**src/rtl/fifo_sync_flags_pkg.sv**
```systemverilog
// Shared definitions for fifo_sync_flags: depth/count-width helpers, default
// thresholds and the per-edge operation encoding.
package fifo_sync_flags_pkg;

    localparam int unsigned DEF_AE_TH = 2;

    // Encoded as {wr_ok, rd_ok}
    typedef enum logic [1:0] {
        OpHold  = 2'b00,
        OpRead  = 2'b01,
        OpWrite = 2'b10,
        OpBoth  = 2'b11
    } fifo_op_e;

    function automatic int unsigned fifo_depth(input int unsigned w);
        return 32'd1 << w;
    endfunction

    function automatic int unsigned def_af_th(input int unsigned w);
        return fifo_depth(w) - 32'd2;
    endfunction

    // One extra bit so a full queue (2**W words) is representable.
    function automatic int unsigned count_width(input int unsigned w);
        return w + 32'd1;
    endfunction

endpackage

```
**src/rtl/fifo_regfile.sv**
```systemverilog
// 2**W x B storage: synchronous write port, asynchronous read port.
module fifo_regfile
    import fifo_sync_flags_pkg::*;
#(
    parameter int unsigned B = 8,
    parameter int unsigned W = 4
) (
    input  logic         clk,
    input  logic         we,
    input  logic [W-1:0] waddr,
    input  logic [B-1:0] wdata,
    input  logic [W-1:0] raddr,
    output logic [B-1:0] rdata
);
    localparam int unsigned DEPTH = fifo_depth(W);

    logic [B-1:0] mem [DEPTH];

    always_ff @(posedge clk) begin
        if (we) begin
            mem[waddr] <= wdata;
        end
    end

    assign rdata = mem[raddr];

endmodule

```
**src/rtl/fifo_sync_flags.sv**
```systemverilog
// Synchronous show-ahead FIFO with occupancy count and registered threshold flags.
// Define FIFO_ERR_FLAGS_EN to build the sticky overflow/underflow flags.
module fifo_sync_flags
    import fifo_sync_flags_pkg::*;
#(
    parameter int unsigned B     = 8,
    parameter int unsigned W     = 4,
    parameter int unsigned AF_TH = def_af_th(W),
    parameter int unsigned AE_TH = DEF_AE_TH
) (
    input  logic                      CLK,
    input  logic                      RESET_N,
    input  logic                      wr,
    input  logic                      rd,
    input  logic [B-1:0]              w_data,
    output logic [B-1:0]              r_data,
    output logic                      empty,
    output logic                      full,
    output logic                      almost_empty,
    output logic                      almost_full,
    output logic [count_width(W)-1:0] count,
    output logic                      overflow,
    output logic                      underflow,
    input  logic                      clr_err
);
    localparam int unsigned   CW      = count_width(W);
    localparam logic [CW-1:0] DEPTH_C = CW'(fifo_depth(W));
    localparam logic [CW-1:0] AF_C    = CW'(AF_TH);
    localparam logic [CW-1:0] AE_C    = CW'(AE_TH);

    logic [W-1:0]  w_ptr_q, w_ptr_d;
    logic [W-1:0]  r_ptr_q, r_ptr_d;
    logic [CW-1:0] count_q, count_d;
    logic          empty_q, full_q, ae_q, af_q;
    logic          wr_ok, rd_ok;
    fifo_op_e      op;

    // A write to a full queue is only accepted alongside a read that frees a slot.
    assign wr_ok = wr & (~full_q | rd);
    assign rd_ok = rd & ~empty_q;
    assign op    = fifo_op_e'({wr_ok, rd_ok});

    always_comb begin
        w_ptr_d = w_ptr_q;
        r_ptr_d = r_ptr_q;
        count_d = count_q;
        unique case (op)
            OpWrite: begin
                w_ptr_d = w_ptr_q + W'(1);
                count_d = count_q + CW'(1);
            end
            OpRead: begin
                r_ptr_d = r_ptr_q + W'(1);
                count_d = count_q - CW'(1);
            end
            OpBoth: begin
                w_ptr_d = w_ptr_q + W'(1);
                r_ptr_d = r_ptr_q + W'(1);
            end
            OpHold: ;
        endcase
    end

    always_ff @(posedge CLK or negedge RESET_N) begin
        if (!RESET_N) begin
            w_ptr_q <= '0;
            r_ptr_q <= '0;
            count_q <= '0;
            empty_q <= 1'b1;
            full_q  <= 1'b0;
            ae_q    <= 1'b1;
            af_q    <= (AF_TH == 0);
        end else begin
            w_ptr_q <= w_ptr_d;
            r_ptr_q <= r_ptr_d;
            count_q <= count_d;
            empty_q <= (count_d == '0);
            full_q  <= (count_d == DEPTH_C);
            ae_q    <= (count_d <= AE_C);
            af_q    <= (count_d >= AF_C);
        end
    end

    fifo_regfile #(
        .B(B),
        .W(W)
    ) u_regfile (
        .clk  (CLK),
        .we   (wr_ok),
        .waddr(w_ptr_q),
        .wdata(w_data),
        .raddr(r_ptr_q),
        .rdata(r_data)
    );

    assign empty        = empty_q;
    assign full         = full_q;
    assign almost_empty = ae_q;
    assign almost_full  = af_q;
    assign count        = count_q;

`ifdef FIFO_ERR_FLAGS_EN
    logic ovf_q, unf_q;

    // A new error on the same edge as clr_err takes priority over the clear.
    always_ff @(posedge CLK or negedge RESET_N) begin
        if (!RESET_N) begin
            ovf_q <= 1'b0;
            unf_q <= 1'b0;
        end else begin
            if (wr & full_q & ~rd) begin
                ovf_q <= 1'b1;
            end else if (clr_err) begin
                ovf_q <= 1'b0;
            end
            if (rd & empty_q) begin
                unf_q <= 1'b1;
            end else if (clr_err) begin
                unf_q <= 1'b0;
            end
        end
    end

    assign overflow  = ovf_q;
    assign underflow = unf_q;
`else
    logic unused_clr_err;
    assign unused_clr_err = clr_err;
    assign overflow       = 1'b0;
    assign underflow      = 1'b0;
`endif

endmodule

```
**config.mk**
```make
export PLATFORM = sky130hd
export DESIGN_NAME = fifo_sync_flags
export DESIGN_NICKNAME = d
export VERILOG_FILES = /design/src/rtl/fifo_sync_flags_pkg.sv /design/src/rtl/fifo_regfile.sv /design/src/rtl/fifo_sync_flags.sv
export SDC_FILE = /design/constraint.sdc
export NUM_CORES = 1
export LEC_CHECK = 0
export BUFFER_PORTS_ARGS = -buffer_cell sky130_fd_sc_hd__buf_2
export CAP_MARGIN = 20
export CORE_ASPECT_RATIO = 0.5
export CORE_MARGIN = 4
export CORE_UTILIZATION = 45
export DETAILED_ROUTE_END_ITERATION = 8
export GPL_TIMING_DRIVEN = 0
export SYNTH_ARGS = -nofsm -noshare
export SYNTH_HDL_FRONTEND = slang
export SYNTH_HIERARCHICAL = 1
export SYNTH_SLANG_ARGS = --single-unit
```
**constraint.sdc**
```tcl
create_clock -name CLK -period 2.7 [get_ports CLK]
set_input_delay 0 -clock CLK [delete_from_list [all_inputs] [get_ports CLK]]
set_output_delay 0 -clock CLK [all_outputs]
set_load 0.01 [all_outputs]
```
After elaboration in Yosys (flattened, before gate mapping)
Memories as Yosys holds them, arrays and structs flattened.
Cells that the tools add are included.

word-level totals
  register bits after elaboration = 17
  RAM bits = 128
  input port bits = 13
  output and inout bits = 19
  word-level logic and storage cells = 29
  memories kept = 1

cells by class
  add/subtract/negate cells = 4
  $lt $le $gt $ge = 2
  equal/unequal tests = 4
  mux-type cells = 3
  bitwise operators = 5
  reduce and logical (&&, ||, !) cells = 3

memory list
  name           words  bits a word  rd ports  clocked after memory_dff  wr ports  line                RTL
  u_regfile.mem  16     8            1         0                         1         fifo_regfile.sv:17  logic [B-1:0] mem [DEPTH];

operators by type and width
  kind                 count
  $pmux 5 s2           1
  $add 4x1->4 const B  2
  $add 5x1->5 const B  1
  $eq 5x5->1 const B   1
  $ge 5x4->1 const B   1
  $le 5x2->1 const B   1
  $logic_not 5->1      1
  $sub 5x1->5 const B  1
  $eq 2x2->1 const B   2
  $reduce_or 2->1      2
  $and 1x1->1          2
  $eq 2x1->1 const B   1
  $mux 1               2
  $not 1->1            2
  $or 1x1->1           1

Longest topological paths before layout
  depth in word-level cells = 6
  depth in mapped cells = 11

Modules after synthesis
Netlist, hierarchy kept.

by module, submodules not included
  module           times used  cells an instance  area an instance (µm²)
  fifo_regfile     1           221                4987.3
  fifo_sync_flags  1           74                 855.8

Worst setup path after synthesis
Ideal clock, no wire load.

  path kind = register to register
  from = reg full_q (netlist: full)
  to = reg ae_q (netlist: almost_empty)
  library setup time = 105 ps
  data arrival time = 2477 ps
  data required time = 2595 ps
  path slack = 119 ps
  stages on the path, launching flop included = 12
  cells stage by stage = dfrtp_1 inv_1 o21ai_0 ha_1 buf_2 xor2_1 ha_1 a21o_1 a221o_1 o2111ai_2 xnor2_2 a2111oi_2

on the way
  longest elaborated chain between the ends = 6
  elaborated cells on any way between the ends = 7

ends and longest elaborated chain
  element                                   line                   RTL
  start: declaration                        fifo_sync_flags.sv:34  logic empty_q, full_q, ae_q, af_q;
  start signal: assignment                  fifo_sync_flags.sv:78  full_q <= (count_d == DEPTH_C);
  $not 1->1 (*)                             fifo_sync_flags.sv:39  assign wr_ok = wr & (~full_q | rd);
  $or 1x1->1 (*)                            fifo_sync_flags.sv:39
  $and 1x1->1 (*)                           fifo_sync_flags.sv:39
  $eq 2x1->1 or $eq 2x2->1 (tied branches)  fifo_sync_flags.sv:47  unique case (op)
  $pmux 5 s2 (*)                            fifo_sync_flags.sv:47
  via count_d[4]                            fifo_sync_flags.sv:33  logic [CW-1:0] count_q, count_d;
  $le 5x2->1 (*)                            fifo_sync_flags.sv:79  ae_q <= (count_d <= AE_C);
  end signal: assignment                    fifo_sync_flags.sv:79
  end: declaration                          fifo_sync_flags.sv:34

Mark *: on every way through the listed nets, which the timed path passes. The rest lies on a longest branch.
A chain may end at the register's enable or synchronous reset.

Worst setup path in the final report
  from = reg empty_q (netlist: empty)
  to = reg ae_q (netlist: almost_empty)

on the way
  longest elaborated chain between the ends = 5
  elaborated cells on any way between the ends = 6

ends and longest elaborated chain
  element                                   line                   RTL
  start: declaration                        fifo_sync_flags.sv:34
  start signal: assignment                  fifo_sync_flags.sv:77  empty_q <= (count_d == '0);
  $not 1->1 (*)                             fifo_sync_flags.sv:40  assign rd_ok = rd & ~empty_q;
  $and 1x1->1 (*)                           fifo_sync_flags.sv:40
  $eq 2x1->1 or $eq 2x2->1 (tied branches)  fifo_sync_flags.sv:47
  $pmux 5 s2 (*)                            fifo_sync_flags.sv:47
  via count_d[4]                            fifo_sync_flags.sv:33
  $le 5x2->1 (*)                            fifo_sync_flags.sv:79

Marked as above.

==> out/results.ini <==
[routing]
drc=0
viasPerCell=5.506
drt_iter0_markers=220
drtPass1Iterations=5
routedWlPerCell_um=21.71
num_vias=2951
antenna_left=0
routed_wirelength_um=11640

[sta]
slew_headroom=0.3851
period_needed_ns=2.600
fmax_mhz=384.6
setup_viol=0
grt_setup_unrepaired=false
hold_violations=0
skew_ns=0.009943
fin_crit_sh=0.9630
whs_ns=0.004514
report.final.slew_viol_count=0
worst_pin_slew_ns=0.9190

[floorplanning]
coreArea_um2=12700
start_util=0.4601
die_y_um=88.58
ioPinCount=32
die_x_um=169.2
dieArea_um2=14980
num_rows=29

[grt]
grt_overflow_total=0
grt_pass1_wl_um=17760
grt_max_degree=18
antenna_found_initial=0
grt_pass1_vias=3085
grt_use_total=0.1637

[power_and_ir_drop]
power_density_nw_per_um2=1093
max-vdd-ir-drop_mv=0.5379
p_leak_nw=2.402
finalPower_w=0.007486

[synthesis]
seq_area_frac_synth=0.7310
synth_top_flop_cell=edfxtp_1
synth.largest_area_cell=edfxtp_1
ys_ff_latch=145
syn_area_per_cell_um2=19.81
ys_types=41
netlist_area_um2=5843
syn_inst=295
yosys-top-cells-area=edfxtp_1, mux4_2, dfrtp_1, mux4_1, a22oi_1
yosysWarnings=6
ys_async_sr_fraction=0.1172
synthDominantCellAreaShare=0.6578
synth_edf_count=128

[cts]
clock_latency_ns=0.40
cts_tree=done
postCtsSetupRepairBufs=0
clkTransAtPathRegs_ns=0.06
clkSinkCount=145
root_buffer=clkbuf_16
cts_inserted_buffers=17
cts_max_level=4
clk_path_buf_depth=2

[cells_and_area]
final_cell_mix=edfxtp_1, buf_2, mux4_2
mostFrequentLayoutCell=edfxtp_1
nNetsFinal=372
area_delta_synth_final_pct=17.19
fin_cells=536
antenna_cells=0
drive_gt1_frac=0.2760
fillers=995
final_core_util=0.5392

[critical_path]
cp-start-kind=register
cp.required_ns=3.00
path_class=register to register
cp_max_fo=7
end_kind=register
worstPathArrival_ns=2.90

[placed_design]
routabilityCongestion=0.8066
place_inst=498
io_buffer_count=28
dpl.hpwl_um=7757

[job]
maxCapViolations=0

[min_path]
hold_path.class=primary input to register

[run_status]
status=finished, final reports clean

path summary, 6_finish.rpt:
| check | slack [ns] | startpoint | cells after the start | to |
|---|---|---|---|---|
| setup / recovery | 0.1 | empty$_DFF_PN1_ | 10 | almost_empty$_DFF_PN1_ |
| hold / removal | 0.005 | w_data[2] | 1 | u_regfile/mem[8][2]$_DFFE_PP_ |
| setup reg to reg | 0.1 | empty$_DFF_PN1_ | 10 | almost_empty$_DFF_PN1_ |
| hold reg to reg | 0.55 | r_ptr_q[0]$_DFFE_PN0P_ | 1 | r_ptr_q[0]$_DFFE_PN0P_ |
| max in group asynchronous | 2.34 | RESET_N | 2 | empty$_DFF_PN1_ |
| min in group asynchronous | 0.04 | RESET_N | 2 | almost_full$_DFF_PN0_ |
logic make-up (layout without fill, tap and decap cells):
| group | Yosys count | in the layout | share of synthesized area |
|---|---|---|---|
| other cells | 1 | 2 | 0.0006418 |
| buf+inv | 19 | 89 | 0.02206 |
| simple gates | 52 | 52 | 0.04368 |
| xor+xnor | 12 | 12 | 0.01927 |
| mux | 34 | 34 | 0.1362 |
| flops | 145 | 145 | 0.7310 |
| compound gates | 27 | 27 | 0.03640 |
| fa+ha+maj | 5 | 5 | 0.01071 |
sequential cells by signal, summed over array words and instances (netlist names):
| name | flops |
|---|---|
| u_regfile/mem | 128 |
| count | 5 |
| r_ptr_q | 4 |
| w_ptr_q | 4 |
| almost_empty | 1 |
| almost_full | 1 |
| empty | 1 |
| full | 1 |
timing repair:
item	in CTS	in global routing
endpoints found under the setup margin	4	1
hold buffers	7	0
pin swaps	0	2
endpoints found under the hold margin	55	0
gates resized for setup	3	3
cell type report:
| type | count | area (um2) | share of cell area |
|---|---|---|---|
| flip-flops and latches | 145 | 4272 | 0.6238 |
| multi-input cells | 132 | 1468 | 0.2143 |
| clock buffers | 20 | 436.7 | 0.06377 |
| repair buffers | 39 | 237.7 | 0.03472 |
| well taps | 170 | 212.7 | 0.03106 |
| plain buffers | 13 | 106.4 | 0.01553 |
| clock inverters | 11 | 92.59 | 0.01352 |
| inverters | 6 | 22.52 | 0.003289 |
synth_stat cells (all sizes together), types with 2 or more instances:
cell and n:
nand4 2, ha 5, o21ai 3, mux2 2
inv 6, and2b 2, nand3 2, dfstp 2
a22oi 16, buf 10, nor2 15, nand3b 2
xnor2 8, xor2 4, mux4 32, dfrtp 15
nand2b 3, clkdlybuf4s25 3, nand2 15, edfxtp 128
nor3 5
layer usage:
metal	GRT usage	share of wire
met5	0	0
met4	0.05113	0.0056
met3	0.03927	0.066
met2	0.2635	0.48
met1	0.2260	0.45
per-stage QoR:
step / worst slack (ns) / setup TNS, ns / instance area [um2]
5_1_grt: 0.004863 / 0 / 6848
2_1_floorplan: 0.1185 / 0 / 5847
3_3_place_gp: -0.06398 / -0.5780 / 6200
6_report: 0.09990 / 0 / 6848
4_1_cts: 0.01788 / 0 / 6833
3_5_place_dp: -0.2845 / -0.7222 / 6227
worst max-delay path, stage by stage, from the launching register on:
cell	delay [ns]
dfstp_2	0.53
nor2_2	0.07
ha_1	0.18
buf_2	0.16
xor2_1	0.17
ha_1	0.23
o21a_1	0.17
o21ai_1	0.18
o2111ai_2	0.21
xnor2_2	0.24
a2111oi_2	0.36
power by group:
part,leakage [nW],internal (W),switching [W]
Sequential,1.36,0.00279,0.000248
Clock,0.252,0.00125,0.000833
Combinational,0.794,0.00107,0.00130
(Power assumes the default switching activity.)
